`config.mk`:
```
export PLATFORM = sky130hd
export DESIGN_NAME = piso_shift_reg_flat
export DESIGN_NICKNAME = d
export VERILOG_FILES = /design/src/rtl/piso_pkg.sv /design/src/rtl/piso_shift_reg_if.sv /design/src/rtl/piso_shift_reg.sv /design/src/flat_wrapper.sv
export SDC_FILE = /design/constraint.sdc
export NUM_CORES = 1
export LEC_CHECK = 0
export ABC_AREA = 1
export CORE_AREA = 2 2 39 41
export DETAILED_ROUTE_END_ITERATION = 8
export DIE_AREA = 0 0 41 43
export PLACE_DENSITY_LB_ADDON = 0.2
export SLEW_MARGIN = 40
export SYNTH_ARGS = -nofsm -noshare
export SYNTH_HDL_FRONTEND = slang
export SYNTH_SLANG_ARGS = --single-unit
```
`constraint.sdc`:
```
create_clock -name clk -period 1.3 [get_ports clk]
set_clock_uncertainty 0.15 [all_clocks]
set_input_delay 0.26 -clock clk [delete_from_list [all_inputs] [get_ports clk]]
set_output_delay 0.26 -clock clk [all_outputs]
set_load 0.01 [all_outputs]
```
`src/rtl/piso_pkg.sv`:
```
// Shared constants and helpers for the parallel-in/serial-out shift register.
// Pure declarations: no logic, no latency, no flow control.
package piso_pkg;

    localparam int PISO_DEFAULT_WIDTH = 4;

    // Width of a counter that must hold every value 0..width inclusive.
    function automatic int piso_cnt_w(input int width);
        return $clog2(width + 1);
    endfunction

endpackage

```
`src/rtl/piso_shift_reg_if.sv`:
```
// Parallel word in, serial bit out, plus framing (valid, remaining-bit count).
// Wires only: no latency; the serial side has no backpressure (one bit per clock).
interface piso_shift_reg_if
    import piso_pkg::*;
#(
    parameter int WIDTH = PISO_DEFAULT_WIDTH
);
    localparam int CNT_W = piso_cnt_w(WIDTH);

    logic [WIDTH-1:0] pi;
    logic             load;
    logic             so;
    logic             so_valid;
    logic [CNT_W-1:0] bits_left;

    // master: parallel source plus serial consumer; slave: the shift register.
    modport master (
        output pi,
        output load,
        input  so,
        input  so_valid,
        input  bits_left
    );

    modport slave (
        input  pi,
        input  load,
        output so,
        output so_valid,
        output bits_left
    );

endinterface

```
`src/rtl/piso_shift_reg.sv`:
```
// Captures a WIDTH-bit word on load and serialises it one bit per clock, MSB or LSB first.
// Latency: first bit on so the cycle after the load edge; no backpressure, a new load aborts the word.
module piso_shift_reg
    import piso_pkg::*;
#(
    parameter int WIDTH     = PISO_DEFAULT_WIDTH,
    parameter bit MSB_FIRST = 1'b1
) (
    input  logic             clk,
    input  logic             rst_n,
    piso_shift_reg_if.slave  bus
);

    localparam int               CNT_W    = piso_cnt_w(WIDTH);
    localparam logic [CNT_W-1:0] CNT_LOAD = CNT_W'(WIDTH);
    localparam logic [CNT_W-1:0] CNT_ONE  = CNT_W'(1);

    logic [WIDTH-1:0] shreg;
    logic [WIDTH-1:0] shreg_nxt;
    logic [CNT_W-1:0] cnt;
    logic [CNT_W-1:0] cnt_nxt;

    // Shifting never stops: once the word is gone, zeros keep flowing and cnt rests at 0.
    always_comb begin
        shreg_nxt = shreg;
        cnt_nxt   = cnt;
        if (bus.load) begin
            shreg_nxt = bus.pi;
            cnt_nxt   = CNT_LOAD;
        end else begin
            if (MSB_FIRST) begin
                shreg_nxt = {shreg[WIDTH-2:0], 1'b0};
            end else begin
                shreg_nxt = {1'b0, shreg[WIDTH-1:1]};
            end
            if (cnt != '0) begin
                cnt_nxt = cnt - CNT_ONE;
            end
        end
    end

    always_ff @(posedge clk or negedge rst_n) begin
        if (!rst_n) begin
            shreg <= '0;
            cnt   <= '0;
        end else begin
            shreg <= shreg_nxt;
            cnt   <= cnt_nxt;
        end
    end

    // Outputs decode registered state only, so pi/load never reach so combinationally.
    assign bus.so        = MSB_FIRST ? shreg[WIDTH-1] : shreg[0];
    assign bus.so_valid  = (cnt != '0);
    assign bus.bits_left = cnt;

endmodule

```
`src/flat_wrapper.sv`:
```
// flat-port wrapper written by rule: the top's interface ports become plain ports
module piso_shift_reg_flat import piso_pkg::*;
#(
    parameter int WIDTH     = PISO_DEFAULT_WIDTH,
    parameter bit MSB_FIRST = 1'b1
)
  (clk, rst_n, bus_pi, bus_load, bus_so, bus_so_valid, bus_bits_left);
  piso_shift_reg_if #(.WIDTH(WIDTH)) bus_i ();
  input  logic clk;
  input  logic rst_n;
  input wire logic [$bits(bus_i.pi)-1:0] bus_pi;
  input wire logic [$bits(bus_i.load)-1:0] bus_load;
  output wire logic [$bits(bus_i.so)-1:0] bus_so;
  output wire logic [$bits(bus_i.so_valid)-1:0] bus_so_valid;
  output wire logic [$bits(bus_i.bits_left)-1:0] bus_bits_left;
  assign bus_i.pi = bus_pi;
  assign bus_i.load = bus_load;
  assign bus_so = bus_i.so;
  assign bus_so_valid = bus_i.so_valid;
  assign bus_bits_left = bus_i.bits_left;
  piso_shift_reg #(.WIDTH(WIDTH), .MSB_FIRST(MSB_FIRST)) u_core (.clk(clk), .rst_n(rst_n), .bus(bus_i));
endmodule
```
==> summary.md <==
| Metric | Value |
|---|---|
| P&R area growth vs syn | 86.8% |
| Routability congestion estimate | roughly 0.65 |
| Mean Syn Cell Area | 8.45 µm² |
| Min Tclk post-route | ~1.4 ns |
| Syn Nets | between 40 and 50 |
| Mapped Cells | 37 |
| Setup crit end kind | primary output |
| Largest net degree at the start of global routing | 8 |
| CP Class | flop to primary output |
| Total congestion overflow | 0 |
| Final Net Count | 74 |
| DRT iter0 DRCs | 1 |
| Yosys top cell area share | 0.560 |
| Pleak | about 0.31 nW |
| Uppermost layer routed | met3 |
| Seq cells post-synth | 7 |
| CTS tree | done |
| Die area | around 1800 µm² |
| Unrepaired setup endpoints after global routing | yes |
| I/O pin count | 12 |
| Final setup violation count | 1 |
| # H-tree levels | 1 |
| Metal1 wirelength | roughly 270 µm |
| Final Cycle Share | 1.10 |
| Crit path max fanout | 2 |
| Mapped Area | ~310 µm² |
| Final Max Tran Viols | 0 |
| Worst path bufs/invs | 2 |
| ANT cells | 0 |
| Req. time, crit path | 0.89 ns |
| Worst EP arrival | just over 1 ns |
| Vias/cell | about 4.1 |
| Final setup TNS | -0.133 ns |
| DR WL/cell | roughly 8.3 µm |
| Cell row count | 14 |
| Setup WS pre-CTS | -0.311 ns |
| Final ANT Viol Nets | 0 |
| Layout cell share with drive strength beyond 1 | 0.375 |
| Clock Path Buffers | 2 |
| Number of I/O port buffers | 11 |
| Ys Warns | 0 |
| HPWL Detailed | between 500 and 600 µm |
| Critical Path Max Stage Delay | about 0.39 ns |
| Vias in the first global route | 320 |
| Startpoint types | flop |
| CTS Hold Bufs | 0 |
| Core area | roughly 1400 µm² |
| Dominant cell type by area after synthesis | dfrtp_1 |
| Post-route DRC | 0 |
| Via count | 328 |
| Root Buffer | clkbuf_4 |
| Crit path max-delay family | flip-flops |
| CTS Buf Count | 3 |
| Number of hold violations in the final report | 0 |
| PD cells | between 1500 and 2000 nW/µm² |
| Sequential share of the synthesized area | 0.560 |
| TritonCTS Sinks | 7 |
| Worst-Margin Slew | 0.332 ns |
| Min-delay worst type | primary input to async pin |
| First-pass DRT Iterations | 2 |
| Reg clk slew, reported paths | approximately 0.050 ns |
| Failing checks | setup timing |
| Latest clock arrival within the worst-skew pair | around 0.25 ns |
| First-pass GRT wire length | 1.24 mm |
| Slowest CP cell | dfrtp_1 |
| Total GRT Usage | 0.105 |
| DIE HEIGHT | 43 µm |
| WL met3 | 38 µm |
| Synth cell types | 8 |
| Initial antenna violation count | 0 |
| Met2 routed WL | 352 µm |
| Initial Utilization | 0.226 |
| Setup ws final | -0.133 ns |
| Max-cap viol count | 0 |
| Critical-path cell list | inv_2, ha_4, nand2_4, buf_6 |
| Max_slew headroom | 0.778 |
| Final wirelength | about 670 µm |
| Min Hold Slack | ~0.13 ns |
| Die width | 41 µm |
| F_max | 0.698 GHz |
| Top cells by area, synth | dfrtp_1, nand2_1, ha_1 |
| Worst vdd ir | roughly 0.64 mV |
| Outcome | finished with violations |
==> registers in the layout (all words and copies together) (netlist names) <==
signal / cells
u_core.bus.bits_left: 3
u_core.shreg: 4
==> layout make-up <==
cell class | count | area, µm²
inverters | 6 | 22.5
clock buffers | 4 | 26.3
repair buffers | 23 | 205
well taps | 16 | 20.0
fillers | 145 | 800
multi-input cells | 24 | 135
flip-flops and latches | 7 | 175
==> per-stage QoR <==
step | total power [W] | cell area, µm² | utilization | cells
detailed placement | 0.000761 | 518 | 0.374 | 74
global placement | 0.000760 | 518 | 0.374 | 74
global route | 0.00118 | 584 | 0.422 | 80
floorplan | 0.000464 | 313 | - | 37
finish | 0.00107 | 584 | 0.422 | 80
CTS | 0.000979 | 548 | 0.396 | 78
==> cells in the final DEF (no fill, tap or decap) <==
| cell type | count |
|---|---|
| nand2_1 | 14 |
| buf_4 | 12 |
| dfrtp_1 | 7 |
| clkdlybuf4s50_1 | 6 |
| buf_6 | 4 |
| inv_2 | 3 |
| inv_1 | 3 |
| nor2_1 | 3 |
| clkbuf_4 | 3 |
| nand4_1 | 2 |
| nand3_1 | 2 |
| nand2_4 | 1 |
| ha_4 | 1 |
| ha_1 | 1 |
| clkbuf_1 | 1 |
| clkdlybuf4s15_1 | 1 |
==> routing by layer <==
layer  global-route usage  up-vias
met5                    0        -
met4               0.0600        0
met3               0.0314        0
met2                0.163        9
met1                0.122      153
li1                     -      166
==> logic make-up (layout without fill, tap and decap cells) <==
group | Yosys count | count (layout) | share of synthesized area
adder cells (fa/ha/maj) | 2 | 2 | 0.0800
buffers and inverters | 6 | 33 | 0.0720
flip-flops | 7 | 7 | 0.560
AND/OR/NAND/NOR | 22 | 22 | 0.288
==> final timing paths <==
kind                                              start                      end  slack [ns]  cells past startpoint
max in group asynchronous                         rst_n          u_core.shreg[3]        0.63                      1
worst min-delay path                              rst_n          u_core.shreg[1]        0.13                      1
worst max register to register  u_core.bus.bits_left[0]  u_core.bus.bits_left[2]        0.06                      7
min in group clk                        u_core.shreg[2]          u_core.shreg[3]        0.29                      2
worst min register to register          u_core.shreg[2]          u_core.shreg[3]        0.29                      2
worst max-delay path            u_core.bus.bits_left[1]             bus_so_valid       -0.13                      4
==> cell usage after synthesis <==
master	instances
nand4_1	2
ha_1	2
nor2_1	3
nand2_1	15
inv_2	1
nand3_1	2
dfrtp_1	7
inv_1	5
==> where the power goes <==
part           switching (W)  internal (W)  leakage [nW]
Sequential         0.0000241      0.000263        0.0858
Combinational       0.000237      0.000349         0.214
Clock              0.0000807      0.000117        0.0150
Total               0.000342      0.000730         0.315
==> timing repair <==
| item | CTS | global route |
|---|---|---|
| gates resized for setup | 23 | 5 |
| buffers inserted | 0 | 2 |
| pin swaps | 0 | 3 |
| endpoints found under the setup margin | 5 | 5 |
No activity file was read; power rests on OpenSTA's default activity.
